`config.mk`:
```
export PLATFORM = sky130hd
export DESIGN_NAME = if_fetch
export DESIGN_NICKNAME = d
export VERILOG_FILES = /design/src/rtl/if_fetch_pkg.sv /design/src/rtl/if_fetch_buf.sv /design/src/rtl/if_fetch.sv
export SDC_FILE = /design/constraint.sdc
export NUM_CORES = 1
export LEC_CHECK = 0
export CAP_MARGIN = 40
export CORE_MARGIN = 2
export CORE_UTILIZATION = 50
export DETAILED_ROUTE_END_ITERATION = 8
export PLACE_DENSITY_LB_ADDON = 0.05
export SYNTH_ARGS = -nofsm -noshare
export SYNTH_HDL_FRONTEND = slang
export SYNTH_SLANG_ARGS = --single-unit
```
`constraint.sdc`:
```
create_clock -name clk -period 4.1 [get_ports clk]
set_input_delay 0.41 -clock clk [delete_from_list [all_inputs] [get_ports clk]]
set_output_delay 0.41 -clock clk [all_outputs]
set_load 0.01 [all_outputs]
```
`src/rtl/if_fetch_pkg.sv`:
```
// Shared definitions for the instruction-fetch front end: default bus widths,
// FSM state encodings and prefetch buffer depth.
package if_fetch_pkg;

    // Default instruction-memory word address width (PC width).
    localparam int IF_ADDR_W = 8;

    // Default instruction width.
    localparam int IF_DATA_W = 32;

    // Prefetch buffer depth between the fetch unit and ID.
    localparam int IF_BUF_DEPTH = 2;

    // Fetch FSM encodings, kept as plain constants for compatibility with
    // existing decode in the surrounding pipeline.
    localparam logic [1:0] ST_IDLE = 2'd0;  // no request outstanding
    localparam logic [1:0] ST_WAIT = 2'd1;  // request outstanding, response kept
    localparam logic [1:0] ST_DROP = 2'd2;  // request outstanding, response discarded

endpackage : if_fetch_pkg

```
`src/rtl/if_fetch_buf.sv`:
```
// Two-entry prefetch FIFO holding {pc, instr} pairs. Entry 0 is always the
// head, so the ID-facing outputs come straight from flops.
module fetch_buf
    import if_fetch_pkg::*;
#(
    parameter int ADDR_W = IF_ADDR_W,
    parameter int DATA_W = IF_DATA_W
) (
    input  logic              clk,
    input  logic              rst_n,
    input  logic              push,
    input  logic              pop,
    input  logic              clear,
    input  logic [ADDR_W-1:0] push_pc,
    input  logic [DATA_W-1:0] push_instr,
    output logic [1:0]        count,
    output logic              head_valid,
    output logic [ADDR_W-1:0] head_pc,
    output logic [DATA_W-1:0] head_instr
);

    logic [ADDR_W-1:0] pc0_q, pc0_d;
    logic [ADDR_W-1:0] pc1_q, pc1_d;
    logic [DATA_W-1:0] instr0_q, instr0_d;
    logic [DATA_W-1:0] instr1_q, instr1_d;
    logic [1:0]        count_q, count_d;
    logic [1:0]        after_pop;

    // Next-state of the FIFO: pop shifts entry 1 down, push lands in the
    // first free slot left after the pop; clear only empties the count.
    always_comb begin
        pc0_d     = pc0_q;
        pc1_d     = pc1_q;
        instr0_d  = instr0_q;
        instr1_d  = instr1_q;
        count_d   = count_q;
        after_pop = count_q - {1'b0, pop};
        if (clear) begin
            count_d = '0;
        end else begin
            if (pop) begin
                pc0_d    = pc1_q;
                instr0_d = instr1_q;
            end
            if (push) begin
                if (after_pop != 2'd0) begin
                    pc1_d    = push_pc;
                    instr1_d = push_instr;
                end else begin
                    pc0_d    = push_pc;
                    instr0_d = push_instr;
                end
            end
            count_d = count_q + {1'b0, push} - {1'b0, pop};
        end
    end

    // FIFO storage and occupancy registers.
    always_ff @(posedge clk or negedge rst_n) begin
        if (!rst_n) begin
            pc0_q    <= '0;
            pc1_q    <= '0;
            instr0_q <= '0;
            instr1_q <= '0;
            count_q  <= '0;
        end else begin
            pc0_q    <= pc0_d;
            pc1_q    <= pc1_d;
            instr0_q <= instr0_d;
            instr1_q <= instr1_d;
            count_q  <= count_d;
        end
    end

    assign count      = count_q;
    assign head_valid = (count_q != 2'd0);
    assign head_pc    = pc0_q;
    assign head_instr = instr0_q;

endmodule : fetch_buf

```
`src/rtl/if_fetch.sv`:
```
// Instruction-fetch front end: owns the fetch PC, issues single-outstanding
// requests to instruction memory and feeds ID through a 2-entry prefetch
// buffer. Redirects from the next-PC selector flush the buffer and drop any
// in-flight wrong-path response.
module if_fetch
    import if_fetch_pkg::*;
#(
    parameter int ADDR_W = IF_ADDR_W,
    parameter int DATA_W = IF_DATA_W
) (
    input  logic              clk,
    input  logic              rst_n,
    input  logic [ADDR_W-1:0] npc,
    input  logic              redirect,
    input  logic              stall_id,
    output logic              imem_req,
    output logic [ADDR_W-1:0] imem_addr,
    input  logic              imem_ack,
    input  logic [DATA_W-1:0] imem_rdata,
    output logic              id_valid,
    output logic [DATA_W-1:0] id_instr,
    output logic [ADDR_W-1:0] id_pc
);

    logic [1:0]        state_q, state_d;
    logic [ADDR_W-1:0] fetch_pc_q, fetch_pc_d;
    logic [ADDR_W-1:0] req_pc_q, req_pc_d;
    logic              run_q, run_d;

    logic [1:0]        buf_count;
    logic              buf_push;
    logic              buf_pop;
    logic              buf_clear;
    logic              ack_keep;
    logic [2:0]        occ_next;
    logic              issue;

    // Buffer control and issue decision. Redirect overrides push/pop; issue
    // waits one cycle after reset release (run_q) so no request is presented
    // while reset is asserted.
    always_comb begin
        ack_keep  = (state_q == ST_WAIT) && imem_ack;
        buf_clear = redirect;
        buf_pop   = id_valid && !stall_id && !redirect;
        buf_push  = ack_keep && !redirect;
        occ_next  = {1'b0, buf_count} + {2'b00, buf_push} - {2'b00, buf_pop};
        issue     = run_q && !redirect && (occ_next < 3'd2) &&
                    ((state_q == ST_IDLE) || ack_keep);
    end

    // Next fetch PC, latched request PC and FSM state.
    always_comb begin
        state_d    = state_q;
        fetch_pc_d = fetch_pc_q;
        req_pc_d   = req_pc_q;
        run_d      = 1'b1;
        if (redirect) begin
            fetch_pc_d = npc;
            case (state_q)
                ST_WAIT: state_d = imem_ack ? ST_IDLE : ST_DROP;
                ST_DROP: state_d = imem_ack ? ST_IDLE : ST_DROP;
                default: state_d = ST_IDLE;
            endcase
        end else if (issue) begin
            state_d    = ST_WAIT;
            fetch_pc_d = fetch_pc_q + 1'b1;
            req_pc_d   = fetch_pc_q;
        end else if (((state_q == ST_WAIT) || (state_q == ST_DROP)) && imem_ack) begin
            state_d = ST_IDLE;
        end
    end

    // Fetch control registers.
    always_ff @(posedge clk or negedge rst_n) begin
        if (!rst_n) begin
            state_q    <= ST_IDLE;
            fetch_pc_q <= '0;
            req_pc_q   <= '0;
            run_q      <= 1'b0;
        end else begin
            state_q    <= state_d;
            fetch_pc_q <= fetch_pc_d;
            req_pc_q   <= req_pc_d;
            run_q      <= run_d;
        end
    end

    assign imem_req  = issue;
    assign imem_addr = fetch_pc_q;

    fetch_buf #(
        .ADDR_W (ADDR_W),
        .DATA_W (DATA_W)
    ) u_buf (
        .clk        (clk),
        .rst_n      (rst_n),
        .push       (buf_push),
        .pop        (buf_pop),
        .clear      (buf_clear),
        .push_pc    (req_pc_q),
        .push_instr (imem_rdata),
        .count      (buf_count),
        .head_valid (id_valid),
        .head_pc    (id_pc),
        .head_instr (id_instr)
    );

endmodule : if_fetch
```
Word level (Yosys, flattened, before mapping)
Index checks and enable logic that the tools add are counted.
{"block": "word_totals", "regBits": 101, "latch_bits": 0, "mem_bits_rw": 0, "mem_bits_ro": 0, "in_bits": 45, "n_memories": 0}
{"block": "classes", "addsub": 6, "mul": 0, "n_div": 0, "n_lt_le_gt_ge": 1, "eq_ne": 2, "shifts": 0, "n_mux": 14, "n_bitwise": 1, "reduce_logical": 20}
{"op": "$mux 32", "count": 3}
{"op": "$mux 8", "count": 5}
{"op": "$mux 2", "count": 6}
{"op": "$add 8x1->8 const B", "count": 1}
{"op": "$logic_and 1x1->1", "count": 8}
{"op": "$reduce_bool 2->1", "count": 3}
{"op": "$sub 2x1->2", "count": 2}
{"op": "$add 2x1->3", "count": 1}
{"op": "$lt 3x2->1 const B", "count": 1}
{"op": "$reduce_and 3->1", "count": 1}
{"op": "$reduce_bool 3->1", "count": 1}
{"op": "$sub 3x1->3", "count": 1}
{"op": "$add 2x1->2", "count": 1}
{"op": "$eq 2x1->1 const B", "count": 1}
{"op": "$eq 2x2->1 const B", "count": 1}
{"op": "$logic_not 1->1", "count": 2}
{"op": "$logic_not 2->1", "count": 1}
{"op": "$logic_or 1x1->1", "count": 2}
{"op": "$reduce_and 2->1", "count": 1}
{"op": "$reduce_or 2->1", "count": 1}
{"op": "$not 1->1", "count": 1}

Longest topological paths before layout
Gate-level depths: netlist (run 1).
{"block": "depth", "depth_word": 10, "ltp_mapped": 13}

Modules after synthesis
A second synthesis (run 1) with hierarchy kept.
{"block": "hier_totals", "cells_unflattened": 433, "hier_area_um2": 5171.2}
{"mod": "fetch_buf", "instances": 1, "cells_per_inst": 331, "area_per_inst_um2": 4167.7}
{"mod": "if_fetch", "instances": 1, "cells_per_inst": 102, "area_per_inst_um2": 1003.5}

Worst setup path after synthesis (run 1)
Ideal clock, no wire load.
{"block": "synth_path", "path_kind": "input to register", "startpoint": "in redirect", "endpoint": "reg req_pc_q[0]", "t_arrival_ps": 3427, "setup_slack_ps": 548, "stages": 13, "path_buffers": 4, "cell_sequence": "clkbuf_1 > or3_1 > clkbuf_1 > buf_2 > o21ai_0 > ha_1 > inv_1 > fa_1 > nand2_1 > or3_1 > buf_2 > nor2_2 > mux2_2"}
{"block": "synth_between", "elab_chain_len": 8, "word_cells_on_any_way": 11, "classes_between": "add/sub (2); order compare (1); bitwise (1); reduce/logical (7)"}
{"element": "start: declaration", "line": "if_fetch.sv:14", "source": "input logic redirect,"}
{"element": "$logic_not 1->1 (*)", "line": "if_fetch.sv:44, if_fetch.sv:45, if_fetch.sv:47"}
{"element": "$logic_and 1x1->1", "line": "if_fetch.sv:45", "source": "buf_push = ack_keep && !redirect;"}
{"element": "$add 2x1->3", "line": "if_fetch.sv:46", "source": "occ_next = {1'b0, buf_count} + {2'b00, buf_push} - {2'b00, buf_pop};"}
{"element": "$sub 3x1->3", "line": "if_fetch.sv:46"}
{"element": "$lt 3x2->1", "line": "if_fetch.sv:47", "source": "issue = run_q && !redirect && (occ_next < 3'd2) &&"}
{"element": "$logic_and 1x1->1 (*) (2 in a row)", "line": "if_fetch.sv:47"}
{"element": "via imem_req", "line": "if_fetch.sv:16", "source": "output logic imem_req,"}
{"element": "$reduce_and 2->1 (no line) (*)"}
{"element": "end signal: assignment", "line": "if_fetch.sv:83", "source": "req_pc_q <= req_pc_d;"}
{"element": "end: declaration", "line": "if_fetch.sv:27", "source": "logic [ADDR_W-1:0] req_pc_q, req_pc_d;"}
Mark *: on every way through the listed nets, which the timed path passes. The rest lies on a longest branch.
A chain may end at the register's enable or synchronous reset.

Worst setup path after layout (run 1)
{"block": "layout_path", "startpoint": "in stall_id", "endpoint": "out imem_req"}
{"block": "layout_between", "elab_chain_len": 7}
{"element": "start: declaration", "line": "if_fetch.sv:15", "source": "input logic stall_id,"}
{"element": "$logic_not 1->1", "line": "if_fetch.sv:44", "source": "buf_pop = id_valid && !stall_id && !redirect;"}
{"element": "$logic_and 1x1->1 (2 in a row)", "line": "if_fetch.sv:44"}
{"element": "$sub 3x1->3", "line": "if_fetch.sv:46"}
{"element": "$lt 3x2->1", "line": "if_fetch.sv:47"}
{"element": "$logic_and 1x1->1 (2 in a row)", "line": "if_fetch.sv:47"}
{"element": "end: declaration", "line": "if_fetch.sv:16"}
No other way between the ends.

==> results of run 1 <==
-- where the power goes --
group	switching, uW	internal (uW)	leakage [uW]
clock	354	367	0.000119
combinational	408	607	0.00130
sequential	189	1300	0.00132
-- worst paths after layout --
path	start	endpoint	cells past startpoint	slack (ns)
worst max-delay path	stall_id	imem_req	10	0.21
worst min-delay path	rst_n	req_pc_q[7]	2	0.48
worst max register to register	u_buf.count[1]	req_pc_q[4]	11	0.95
worst min register to register	u_buf.instr1_q[27]	u_buf.instr1_q[27]	1	0.51
max in group asynchronous	rst_n	u_buf.head_instr[19]	3	2.93
min in group clk	u_buf.instr1_q[27]	u_buf.instr1_q[27]	1	0.51
-- registers in the layout, summed over array words and instances, names as in the netlist, 2 cells and up --
name,cells
imem_addr,8
req_pc_q,8
state_q,2
u_buf.count,2
u_buf.head_instr,32
u_buf.head_pc,8
u_buf.instr1_q,32
u_buf.pc1_q,8
-- cells by family after synthesis --
family | Yosys count | synth area share [%]
buf+inv | 25 | 2.32
simple gates | 80 | 8.04
compound gates | 69 | 9.21
flops | 101 | 58.0
xor+xnor | 5 | 1.00
other cells | 1 | 0.0860
mux | 80 | 19.7
fa+ha+maj | 5 | 1.61
-- cell usage after synthesis, drive strengths merged --
cell     count
dfrtp      101
nand2       54
mux2        48
o21ai       48
mux2i       32
clkbuf      14
a2bb2oi      9
nor2         7
a21oi        6
buf          6
inv          5
ha           4
nand3        4
nor3         4
xnor2        4
a31oi        2
nor4         2
or3          2
a2111o       1
a211o        1
and2         1
and3         1
and3b        1
and4         1
conb         1
fa           1
nor2b        1
nor4b        1
o31a         1
o31ai        1
or4          1
xor2         1
-- cell type report --
cell class | instances | area [sq um]
fillers | 675 | 2900
multi-input cells | 240 | 1740
well taps | 108 | 135
clock buffers | 10 | 138
repair buffers | 104 | 1040
inverters | 5 | 18.8
clock inverters | 6 | 93.8
flip-flops and latches | 101 | 2530
-- layer usage --
| metal | vias up | track usage [%] | share of wire [%] |
|---|---|---|---|
| li1 | 1467 | - | - |
| met5 | - | 0 | 0 |
| met3 | 8 | 4.10 | 4.8 |
| met2 | 80 | 31.8 | 47 |
| met4 | 0 | 6.30 | 1.2 |
| met1 | 1510 | 26.9 | 46 |
-- per-stage QoR --
| step | utilization [%] | cells | power (uW) | hold slack, ns | setup slack [ns] |
|---|---|---|---|---|---|
| 6_report | 66.3 | 574 | 3220 | 0.477 | 0.207 |
| 5_1_grt | 66.3 | 574 | 3420 | 0.486 | 0.0564 |
| 4_1_cts | 66.1 | 574 | 3250 | 0.467 | 0.0824 |
| 3_5_place_dp | 63.3 | 557 | 2530 | 0.321 | 0.170 |
| 3_3_place_gp | 63.0 | 555 | 2490 | 0.483 | 0.248 |
| 2_1_floorplan | - | 366 | 1960 | 0.114 | 0.548 |
-- worst max-delay path, cell delays in order --
cell,delay [ns]
clkdlybuf4s50_1,0.47
or3_2,0.50
o21ai_0,0.19
ha_1,0.18
inv_1,0.05
fa_1,0.49
nand2_1,0.12
or3_4,0.42
nor2_2,0.11
clkdlybuf4s50_1,0.54
-- repair_timing --
action	4_1_cts	5_1_grt
hold buffers	1	0
endpoints found under the hold margin	18	0
resized for setup	0	3
setup endpoints to repair	0	1
==> metrics.cfg, run 1 <==
[status]
outcome = complete, no violations

[critical_path]
crit_path_end_kind = output pin
worstSetupPathType = in -> out
arrival_ns = 3.48
required_ns = 3.69
critical_path.max_fanout = 5
start_kind = input pin

[min_path]
hold_path_class = in -> async

[routing]
routed_wl_microns = 8970
route.detailed.wl_per_inst_microns = 15.6
drtPass1Iterations = 4
vias = 3065
ant_nets = 0
route.detailed.drc = 0
drtIter0Drc = 118
via_per_inst = 5.34

[layout]
diodes = 0
design_area_sq_mm = 0.00569
final_layout_size_suffix_gt1_share_pct = 17.6
final_common_cell = dfrtp_1
most-common-layout-cells = dfrtp_1 (100), clkdlybuf4s50_1 (93), nand2_1 (54)
syn_to_final_growth_pct = 30.6
final_nets = 511

[clocking]
cts_tree = built
clock_latency_ns = 0.36
clockBufferDepth = 2
cts_max_level = 3
cts.clk_slew.worst_paths_ns = 0.10
post_cts_buffers = 0
root_buffer = clkbuf_8
clkSinkCount = 101
cts_buffers = 9

[die]
boundaryPins = 95
dieArea_sq_mm = 0.00948
coreArea_sq_mm = 0.00859
start_util_pct = 50.7
die_height_microns = 97.4
die_width_microns = 97.4
rows = 34

[place]
portBuffers = 94
place_congestion = 0.815
hpwl_microns = 5940
postPlaceCellArea_sq_mm = 0.00544

[logic_synthesis]
ys_types = 35
synth.yosys.seq_area_share_pct = 58.0
synth-seq-cells = 101
syn_inst = 366
synth_area_per_cell_sq_um = 11.9
syn_area_sq_mm = 0.00436
syn_nets = 416
ys_top_cells_by_area = dfrtp_1 (58%), mux2_2 (12%), mux2i_1 (7.3%), o21ai_0 (5.4%), nand2_1 (4.6%)
yosysTopAreaCell = dfrtp_1
synth.top_cell.area_share_pct = 58.0
ys.warnings.count = 0

[sta]
fin_crit_ns = 3.89
clock_skew_ns = 0.0106
relSlewSlack_pct = 49.3
period_share_pct = 95.0
setup_viol_count_final = 0
slew_violations = 0
max_clock_freq_mhz = 257
fin_setup_tns_ns = 0
rsz0062_at_grt = false
hold_viol = 0
worstMarginPinSlew_ns = 0.755

[grt]
grt_pass1_wl_microns = 15200
first_global_vias = 3113
grt_max_degree = 72
globalRouteOverflowTotal = 0
antenna_found_initial = 0
grtUsageTotal_pct = 19.7

[run]
max_cap_violations = 0

[pwr]
power.density_mw_per_mm2 = 565
leakage_uw = 0.00273
peakVddDrop_uv = 285

Note: power is estimated with default switching activity, not from simulation.
==> inputs of run 2 (changes only) <==
--- a/config.mk
+++ b/config.mk
@@ -8,6 +8,7 @@
 export CAP_MARGIN = 40
 export CORE_MARGIN = 2
 export CORE_UTILIZATION = 50
+export CTS_CLUSTER_SIZE = 10
 export DETAILED_ROUTE_END_ITERATION = 8
 export PLACE_DENSITY_LB_ADDON = 0.05
 export SYNTH_ARGS = -nofsm -noshare
==> results of run 2 <==
Final layout, timing and power as in run 1 (identical DEF).
==> inputs of run 3 (changes only) <==
--- a/config.mk
+++ b/config.mk
@@ -8,9 +8,9 @@
 export CAP_MARGIN = 40
 export CORE_MARGIN = 2
 export CORE_UTILIZATION = 50
-export CTS_CLUSTER_SIZE = 10
 export DETAILED_ROUTE_END_ITERATION = 8
 export PLACE_DENSITY_LB_ADDON = 0.05
 export SYNTH_ARGS = -nofsm -noshare
 export SYNTH_HDL_FRONTEND = slang
 export SYNTH_SLANG_ARGS = --single-unit
+export TNS_END_PERCENT = 50
==> results of run 3 <==
Final layout, timing and power as in run 1 (identical DEF).
